$ cat config.mk
export PLATFORM = sky130hd
export DESIGN_NAME = smc_seq_flat
export DESIGN_NICKNAME = d
export VERILOG_FILES = /design/src/rtl/smc_seq_if.sv /design/src/rtl/smc_seq.sv /design/src/flat_wrapper.sv
export SDC_FILE = /design/constraint.sdc
export NUM_CORES = 1
export LEC_CHECK = 0
export BUFFER_PORTS_ARGS = -buffer_cell sky130_fd_sc_hd__buf_2
export CORE_ASPECT_RATIO = 0.6
export CORE_MARGIN = 2
export CORE_UTILIZATION = 50
export CTS_BUF_LIST = sky130_fd_sc_hd__clkbuf_4
export DETAILED_ROUTE_END_ITERATION = 10
export GPL_ROUTABILITY_DRIVEN = 0
export HOLD_SLACK_MARGIN = 0.06
export PLACE_DENSITY = 0.72
export REMOVE_ABC_BUFFERS = 1
export SLEW_MARGIN = 20
export SYNTH_ARGS = -nofsm -noshare
export SYNTH_HDL_FRONTEND = slang
export SYNTH_SLANG_ARGS = --single-unit
$ cat constraint.sdc
create_clock -name clk -period 16.5 [get_ports clk]
set_input_delay 0.825 -clock clk [delete_from_list [all_inputs] [get_ports clk]]
set_output_delay 0.825 -clock clk [all_outputs]
set_load 0.01 [all_outputs]
$ cat src/rtl/smc_seq_if.sv
// Beat/result bus for smc_seq: transistor beats in, one weighted-sum result out.
interface smc_seq_if;
  logic       in_valid;
  logic       in_ready;
  logic [2:0] W;
  logic [2:0] V_GS;
  logic [2:0] V_DS;
  logic [1:0] mode;
  logic       out_valid;
  logic [9:0] out_n;

  // Source of beats, sink of results.
  modport master (
    output in_valid, W, V_GS, V_DS, mode,
    input  in_ready, out_valid, out_n
  );

  // The sequencer itself.
  modport slave (
    input  in_valid, W, V_GS, V_DS, mode,
    output in_ready, out_valid, out_n
  );
endinterface

$ cat src/rtl/smc_seq.sv
// smc_seq: collects six transistor beats, converts each to an ID or gm value,
// keeps them sorted, then emits a weighted sum of the largest or smallest three.
module smc_seq (
  input logic       clk,
  input logic       rst,
  smc_seq_if.slave  bus
);

  typedef enum logic [1:0] {IDLE, LOAD, SUM, OUT} state_t;

  state_t     state;
  state_t     state_nxt;
  logic [2:0] beat_cnt;
  logic [1:0] mode_q;
  logic [6:0] n_q   [6];
  logic [6:0] n_ins [6];
  logic [9:0] out_q;
  logic       accept;

  // Shared per-beat compute unit signals.
  logic [2:0] g;
  logic       is_tri;
  logic       use_id;
  logic [8:0] w9;
  logic [8:0] g9;
  logic [8:0] vds9;
  logic [8:0] prod;
  logic [6:0] value;

  // Result path signals.
  logic [6:0] s0;
  logic [6:0] s1;
  logic [6:0] s2;
  logic [9:0] result;

  assign accept    = bus.in_valid & bus.in_ready;
  assign bus.out_n = out_q;

  // State register.
  always_ff @(posedge clk or posedge rst) begin
    // NOTE: all clocked state uses non-blocking assignment so every flop
    // samples pre-edge values regardless of process ordering.
    if (rst) state <= IDLE;
    else     state <= state_nxt;
  end

  // Next-state logic: frame walks IDLE -> LOAD -> SUM -> OUT -> IDLE.
  always_comb begin
    // NOTE: default first so every path assigns state_nxt and no latch forms.
    state_nxt = state;
    unique case (state)
      IDLE: if (accept) state_nxt = LOAD;
      LOAD: if (accept && beat_cnt == 3'd5) state_nxt = SUM;
      SUM:  state_nxt = OUT;
      OUT:  state_nxt = IDLE;
      default: state_nxt = IDLE;
    endcase
  end

  // Output decode: handshake ready while collecting, strobe while presenting.
  always_comb begin
    bus.in_ready  = (state == IDLE) || (state == LOAD);
    bus.out_valid = (state == OUT);
  end

  // Per-beat value: beat 0 uses the incoming mode, later beats the latched one.
  always_comb begin
    g      = (bus.V_GS == 3'd0) ? 3'd0 : bus.V_GS - 3'd1;
    is_tri = g > bus.V_DS;
    use_id = (state == IDLE) ? bus.mode[0] : mode_q[0];
    w9     = {6'b0, bus.W};
    g9     = {6'b0, g};
    vds9   = {6'b0, bus.V_DS};
    prod   = '0;
    if (use_id) begin
      if (is_tri) prod = w9 * vds9 * ((g9 << 1) - vds9);
      else        prod = w9 * g9 * g9;
    end else begin
      if (is_tri) prod = 9'd2 * w9 * vds9;
      else        prod = 9'd2 * w9 * g9;
    end
    value = 7'(prod / 9'd3);
  end

  // Sorted insertion: each slot keeps, takes the new value, or takes its upper neighbour.
  always_comb begin
    n_ins[0] = (n_q[0] >= value) ? n_q[0] : value;
    for (int i = 1; i < 6; i++) begin
      if (n_q[i] >= value)        n_ins[i] = n_q[i];
      else if (n_q[i-1] >= value) n_ins[i] = value;
      else                        n_ins[i] = n_q[i-1];
    end
  end

  // Result selection and weighting from the latched mode.
  always_comb begin
    if (mode_q[1]) begin
      s0 = n_q[0]; s1 = n_q[1]; s2 = n_q[2];
    end else begin
      s0 = n_q[3]; s1 = n_q[4]; s2 = n_q[5];
    end
    if (mode_q[0])
      result = 10'd3 * {3'b0, s0} + 10'd4 * {3'b0, s1} + 10'd5 * {3'b0, s2};
    else
      result = {3'b0, s0} + {3'b0, s1} + {3'b0, s2};
  end

  // Datapath registers: beat count, latched mode, sorted array, held result.
  always_ff @(posedge clk or posedge rst) begin
    if (rst) begin
      beat_cnt <= '0;
      mode_q   <= '0;
      // NOTE: the sort array is six plain flops, not a RAM, so it takes the
      // async reset and starts every run from a known all-zero state.
      for (int i = 0; i < 6; i++) n_q[i] <= '0;
      out_q    <= '0;
    end else begin
      if (accept) begin
        if (state == IDLE) begin
          // Beat 0 starts a fresh frame: zero fillers sort to the bottom and
          // are the ones shifted out as real beats arrive.
          mode_q   <= bus.mode;
          beat_cnt <= 3'd1;
          n_q[0]   <= value;
          for (int i = 1; i < 6; i++) n_q[i] <= '0;
        end else begin
          beat_cnt <= beat_cnt + 3'd1;
          n_q      <= n_ins;
        end
      end
      if (state == SUM) out_q <= result;
    end
  end

endmodule

$ cat src/flat_wrapper.sv
// flat-port wrapper written by rule: the top's interface ports become plain ports
module smc_seq_flat 
  (clk, rst, bus_in_valid, bus_W, bus_V_GS, bus_V_DS, bus_mode, bus_in_ready, bus_out_valid, bus_out_n);
  smc_seq_if bus_i ();
  input logic clk;
  input logic rst;
  input wire logic [$bits(bus_i.in_valid)-1:0] bus_in_valid;
  input wire logic [$bits(bus_i.W)-1:0] bus_W;
  input wire logic [$bits(bus_i.V_GS)-1:0] bus_V_GS;
  input wire logic [$bits(bus_i.V_DS)-1:0] bus_V_DS;
  input wire logic [$bits(bus_i.mode)-1:0] bus_mode;
  output wire logic [$bits(bus_i.in_ready)-1:0] bus_in_ready;
  output wire logic [$bits(bus_i.out_valid)-1:0] bus_out_valid;
  output wire logic [$bits(bus_i.out_n)-1:0] bus_out_n;
  assign bus_i.in_valid = bus_in_valid;
  assign bus_i.W = bus_W;
  assign bus_i.V_GS = bus_V_GS;
  assign bus_i.V_DS = bus_V_DS;
  assign bus_i.mode = bus_mode;
  assign bus_in_ready = bus_i.in_ready;
  assign bus_out_valid = bus_i.out_valid;
  assign bus_out_n = bus_i.out_n;
  smc_seq u_core (.clk(clk), .rst(rst), .bus(bus_i));
endmodule
# --- After elaboration in Yosys (flattened, before gate mapping) ---
# Index checks and enable logic that the tools add are counted.
totals:
  register_bits: 59
  input_bits: 14
  out_inout_bits: 12
  wordCells: 83
op_classes:
  n_addsub: 7
  n_mul: 8
  div_mod_pow: 1
  magnitude_cmp: 7
  n_eq_ne: 12
  mux: 25
  n_bitwise: 1
  n_reduce_logical: 12
ops:
  columns: ["cell", "count"]
  rows:
  - ["$mux W7", 14]
  - ["$ge A7 B7 Y1", 6]
  - ["$mux W42", 1]
  - ["$mul A3 B3 Y6", 4]
  - ["$mux W9", 2]
  - ["$ne A2 B1 Y1 const B", 8]
  - ["$reduce_and A2 Y1", 8]
  - ["$add A10 B10 Y10", 1]
  - ["$add A10 B7 Y10", 1]
  - ["$add A9 B9 Y10", 1]
  - ["$mul A3 B7 Y10 const A", 1]
  - ["$mux W10", 1]
  - ["$div A9 B2 Y9 const B", 1]
  - ["$mul A2 B7 Y9 const A", 1]
  - ["$mul A6 B3 Y9", 1]
  - ["$mul A6 B9 Y9", 1]
  - ["$add A7 B7 Y8", 1]
  - ["$mux W8", 1]
  - ["$pmux W2 S4", 1]
  - ["$mux W3", 2]
  - ["$sub A4 B3 Y5", 1]
  - ["$eq A2 B2 Y1 const B", 2]
  - ["$mux W2", 2]
  - ["$add A3 B1 Y3 const B", 1]
  - ["other kinds (10)", 10]

# --- Logic depth before layout (Yosys ltp) ---
depth:
  depth_word: 11
  depth_mapped: 58
  depth_no_buf: 55

# --- Worst setup path after synthesis ---
# No wires, ideal clock.
synth_timing:
  path_type: "in2reg"
  from: "input bus_W[0]"
  to: "register u_core.n_q[37] in the netlist's numbering"
  setup_time_ns: 0.133
  arrival_time_ns: 11.931
  required_time_ns: 16.367
  slack_ns: 4.436
  stages: 52
  path_buffers: 6
  cell_sequence: "clkbuf_1 -> nand2_1 -> fa_1 -> inv_1 -> ha_1 -> fa_1 -> clkbuf_1 -> nand2_1 -> fa_1 -> fa_1 -> fa_1 -> inv_1 -> ha_1 -> or2_2 -> nand3_1 -> o2bb2ai_1 -> xnor3_1 -> xor2_1 -> [... 16 more ...] -> a2111oi_0 -> xor2_1 -> or4_4 -> ha_1 -> nand2b_1 -> a21o_1 -> a21o_1 -> a21oi_1 -> nor2b_1 -> o21ai_0 -> nand2b_1 -> a21o_1 -> clkbuf_1 -> nor2_1 -> o21ai_0 -> clkbuf_1 -> nand2_1 -> o21ai_0"
synth_between:
  elab_chain_len: 8
  elab_cells_between_ends: 15
  cone_classes: "mul: 6; div: 1; order compare: 1; eq/ne: 1; mux: 5; reduce/logical: 1"
synth_rtl:
  columns: ["element", "line", "text"]
  rows:
  - ["start: declaration", "flat_wrapper.sv:8", "input wire logic [$bits(bus_i.W)-1:0] bus_W;"]
  - ["$mul A3 B3 Y6 (on tied branches)", null, null]
  - ["$mul A6 B9 Y9 / $mul A6 B3 Y9 (equally long branches)", "smc_seq.sv:76, smc_seq.sv:77", null]
  - ["$mux W9", "smc_seq.sv:76", "if (is_tri) prod = w9 * vds9 * ((g9 << 1) - vds9);"]
  - ["$mux W9 (*)", "smc_seq.sv:75", "if (use_id) begin"]
  - ["$div A9 B2 Y9 (*)", "smc_seq.sv:82", "value = 7'(prod / 9'd3);"]
  - ["$ge A7 B7 Y1", "smc_seq.sv:87", "n_ins[0] = (n_q[0] >= value) ? n_q[0] : value;"]
  - ["$ne A2 B1 Y1 (no line)", null, null]
  - ["$reduce_and A2 Y1 (no line)", null, null]
  - ["end signal: assignment", "smc_seq.sv:128", "n_q <= n_ins;"]
  - ["end: declaration", "smc_seq.sv:15", "logic [6:0] n_q [6];"]
# Mark *: on every way between the ends. The rest lies on a longest branch, timed or not. The select of a mux whose other input is x is not followed.
# A chain may end at the register's enable or synchronous reset.

# --- Worst setup path after layout ---
layout_timing:
  from: "input bus_V_GS[0]"
  to: "register u_core.n_q[28] in the netlist's numbering"
layout_between:
  elab_chain_len: 11
  elab_cells_between_ends: 20
  cone_classes: "add/sub: 2; mul: 4; div: 1; order compare: 3; eq/ne: 1; mux: 7; reduce/logical: 2"
layout_rtl:
  columns: ["element", "line", "text"]
  rows:
  - ["start: declaration", "flat_wrapper.sv:9", "input wire logic [$bits(bus_i.V_GS)-1:0] bus_V_GS;"]
  - ["$sub A3 B1 Y3 / $logic_not A3 Y1 (equally long branches)", "smc_seq.sv:68", "g = (bus.V_GS == 3'd0) ? 3'd0 : bus.V_GS - 3'd1;"]
  - ["$mux W3 (*)", "smc_seq.sv:68", null]
  - ["$mul A3 B3 Y6 / $sub A4 B3 Y5 (equally long branches)", "smc_seq.sv:77, smc_seq.sv:80, smc_seq.sv:76", null]
  - ["$mul A6 B3 Y9 / $mul A6 B9 Y9 (equally long branches)", "smc_seq.sv:77, smc_seq.sv:76", null]
  - ["$mux W9", "smc_seq.sv:76", null]
  - ["$mux W9 (*)", "smc_seq.sv:75", null]
  - ["$div A9 B2 Y9 (*)", "smc_seq.sv:82", null]
  - ["$ge A7 B7 Y1", "smc_seq.sv:90", "else if (n_q[i-1] >= value) n_ins[i] = value;"]
  - ["$mux W7", "smc_seq.sv:90", null]
  - ["$mux W7", "smc_seq.sv:89", "if (n_q[i] >= value) n_ins[i] = n_q[i];"]
  - ["$mux W42", "smc_seq.sv:119", "if (state == IDLE) begin"]
# Marked as above.

==> impl_metrics.py <==
metrics = {
    "global_routing": {
        "grt_max_degree": 60,
        "antenna_found_initial": 1,
        "overflow": 0,
        "grtUsageTotal_pct": 24.8,
        "grt_pass1_vias": 6745,
        "grt_pass1_wl_microns": 36300,
    },
    "yosys": {
        "avgSynthCellArea_sq_um": 8.33,
        "synthesis.area_sq_um": 8600,
        "muxShareOfSynthArea_pct": 7.67,
        "synth_seq_cells": 59,
        "synth_xor_area_share_pct": 3.83,
        "synth_compound_area_share_pct": 18.9,
        "synth.distinct_cells": 76,
        "postSynth.asyncResetShare_pct": 100,
        "synth_top_family_by_area": "adder cells",
        "yosys.area_share.adder_pct": 27.9,
        "synth-main-ff-cell": "dfrtp_1",
        "netlist_instances": 1032,
        "synth_edf_count": 0,
        "synthSimpleGateAreaFrac_pct": 17.8,
        "seq_area_frac_synth_pct": 17.2,
        "ys_warn_count": 0,
    },
    "setup_path": {
        "crit_path_start_kind": "input port",
        "slowest_stage": "a21oi_1",
        "crit_fanout": 13,
        "max_stage_delay_ns": 0.84,
        "cp_common_cell": "ha_1",
        "cp-end-kind": "flop",
        "worstSetupStartpoint": "bus_V_GS[0]",
        "r2r_start": "u_core.state[0]",
        "cp.required_ns": 16.76,
        "crit_type": "input port to flop",
        "cp.arrival_ns": 13.92,
    },
    "run": {
        "maxCapViolCount": 0,
    },
    "routing": {
        "antenna_left": 0,
        "vias": 7359,
        "drt_iter0_markers": 679,
        "drcViolationCount": 0,
        "finalWirelength_microns": 21900,
        "drt_first_pass_iters": 7,
        "routed_via_density": 5.78,
        "avgRoutedWirePerCell_microns": 17.2,
    },
    "timing": {
        "hold_violations": 0,
        "slew_violations": 0,
        "tightest_slew_ns": 1.07,
        "setup_viol": 0,
        "skew_ns": 0.0192,
        "relSlewSlack_pct": 28.8,
        "period_minus_slack_ns": 13.66,
        "period_share_pct": 82.8,
        "max_freq_mhz": 73.2,
        "rsz0062_at_grt": "false",
        "tns_ns": 0,
    },
    "floorplanning": {
        "design.core.area_sq_um": 17000,
        "die_w_microns": 173,
        "num_rows": 37,
        "io_pins": 26,
        "dieArea_sq_um": 18300,
        "fp.dieH_microns": 106,
        "initial_core_util_pct": 50.6,
    },
    "layout": {
        "final_cells": 1274,
        "multi_input_area_sq_um": 6560,
        "regArea_sq_um": 1480,
        "final_nets": 1217,
        "n_fill_cell": 1610,
        "syn2layout_area_growth_pct": 4.55,
        "drive_gt1_share_pct": 8.95,
    },
    "worst_hold_path": {
        "hp-class": "flop to flop",
        "hp-start": "u_core.beat_cnt[2]",
    },
    "clock_network": {
        "cts_resized": 0,
        "cts_buffer_depth": 2,
        "hold_buffers": 0,
        "cts_tree": "built",
        "cts_num_sinks": 59,
        "post_cts_buffers": 0,
        "clk_pin_slew_ns": 0.09,
        "insertion_delay_ns": 0.42,
        "htreeDepth": 3,
        "cts_buffers": 9,
        "clock-root-buffer": "clkbuf_4",
    },
    "place": {
        "dp_hpwl_microns": 17500,
        "placed_cells_incl_taps": 1261,
        "portBuffers": 25,
    },
    "outcome": {
        "status": "complete, no violations",
    },
}
worst max-delay path: cells and delay by family:
family / cells / cell delay, ns
xor+xnor: 2 / 0.74
simple gates: 20 / 4.01
compound gates: 17 / 4.73
fa+ha+maj: 9 / 3.24
buf+inv: 4 / 0.36
metal layers:
metal,GRT usage (%),up-vias,wire length [microns]
met5,0,-,0
met4,2.97,0,74
met3,5.70,9,2290
met2,30.7,319,7860
met1,42.3,3466,11700
li1,-,3565,-
placed cells by master, fill, tap and decap left out, types with 20 or more instances in the layout:
cell type | netlist | layout
nand2b_1 | 25 | 25
a21o_1 | 31 | 31
xnor2_1 | 25 | 25
and2_1 | 31 | 31
a21oi_1 | 68 | 66
o21ai_0 | 69 | 69
ha_1 | 120 | 120
nor2_1 | 63 | 63
fa_1 | 45 | 45
inv_1 | 110 | 109
nand2_1 | 113 | 113
mux2_2 | 25 | 25
buf_2 | 2 | 25
dfrtp_1 | 59 | 59
nor2b_1 | 20 | 20
mux2i_1 | 34 | 34
sequential cells by signal (all words and copies together), names as in the netlist:
| name | flops |
|---|---|
| u_core.mode_q | 2 |
| u_core.n_q | 42 |
| u_core.beat_cnt | 3 |
| u_core.bus.out_n | 10 |
| u_core.state | 2 |
kinds of logic (layout without fill, tap and decap cells):
logic type,after synthesis,count (layout)
buf+inv,146,153
fa+ha+maj,165,165
flops,59,59
compound gates,251,251
xor+xnor,36,36
mux,61,61
simple gates,314,314
other cells,0,1
final timing paths:
path / to / slack, ns / cells after the start
max: u_core.n_q[28] / 2.84 / 52
min: u_core.beat_cnt[2] / 0.50 / 1
max reg2reg: u_core.n_q[28] / 6.69 / 37
min reg2reg: u_core.beat_cnt[2] / 0.50 / 1
max in group asynchronous: u_core.n_q[29] / 15.32 / 3
min in group asynchronous: u_core.n_q[5] / 0.62 / 3
synth_stat cells (3+ instances only):
library cell	instances	share of area, %
mux2i_1	34	4.0
a211o_1	3	0.31
buf_6	3	0.39
o21bai_1	6	0.52
fa_1	45	10
o21ai_0	69	4.0
and2_1	31	2.3
nor2b_1	20	1.5
o211ai_1	4	0.35
nand2_1	113	4.9
a21oi_1	68	4.0
mux2_2	25	3.3
o21a_1	8	0.70
clkbuf_1	27	1.2
nand2b_1	25	1.8
xor2_1	10	1.0
inv_1	110	4.8
a2bb2oi_1	3	0.31
a211oi_1	10	0.87
xnor2_1	25	2.5
a31oi_1	5	0.36
a21o_1	31	2.7
or2_2	4	0.29
dfrtp_1	59	17
or3_1	4	0.29
o21ai_1	7	0.41
and3_1	5	0.36
nor3_1	17	0.99
ha_1	120	17
nand3_1	17	0.99
buf_1	3	0.13
nor4_1	3	0.22
a21oi_2	3	0.31
nor2_1	63	2.7
metrics by stage:
| step | hold slack [ns] | worst slack (ns) | cell area [sq um] | utilization [%] |
|---|---|---|---|---|
| 3_3_place_gp | 0.486 | 2.92 | 8900 | 52.4 |
| 5_1_grt | 0.525 | 2.02 | 8990 | 52.9 |
| 3_5_place_dp | 0.491 | 2.57 | 8900 | 52.4 |
| 6_report | 0.501 | 2.84 | 8990 | 52.9 |
| 4_1_cts | 0.508 | 2.98 | 8980 | 52.9 |
| 2_1_floorplan | 0.450 | 4.39 | 8440 | - |
final cells by class:
| class | instances | share of cell area, % |
|---|---|---|
| inverters | 111 | 4.66 |
| diodes | 1 | 0.0278 |
| clock buffers | 10 | 0.835 |
| repair buffers | 30 | 1.81 |
| flip-flops and latches | 59 | 16.4 |
| multi-input cells | 827 | 72.9 |
| clock inverters | 2 | 0.0835 |
| well taps | 234 | 3.26 |
Power is not shown: default switching activity piles up to over one toggle a cycle in this logic, so the estimate is an artifact.
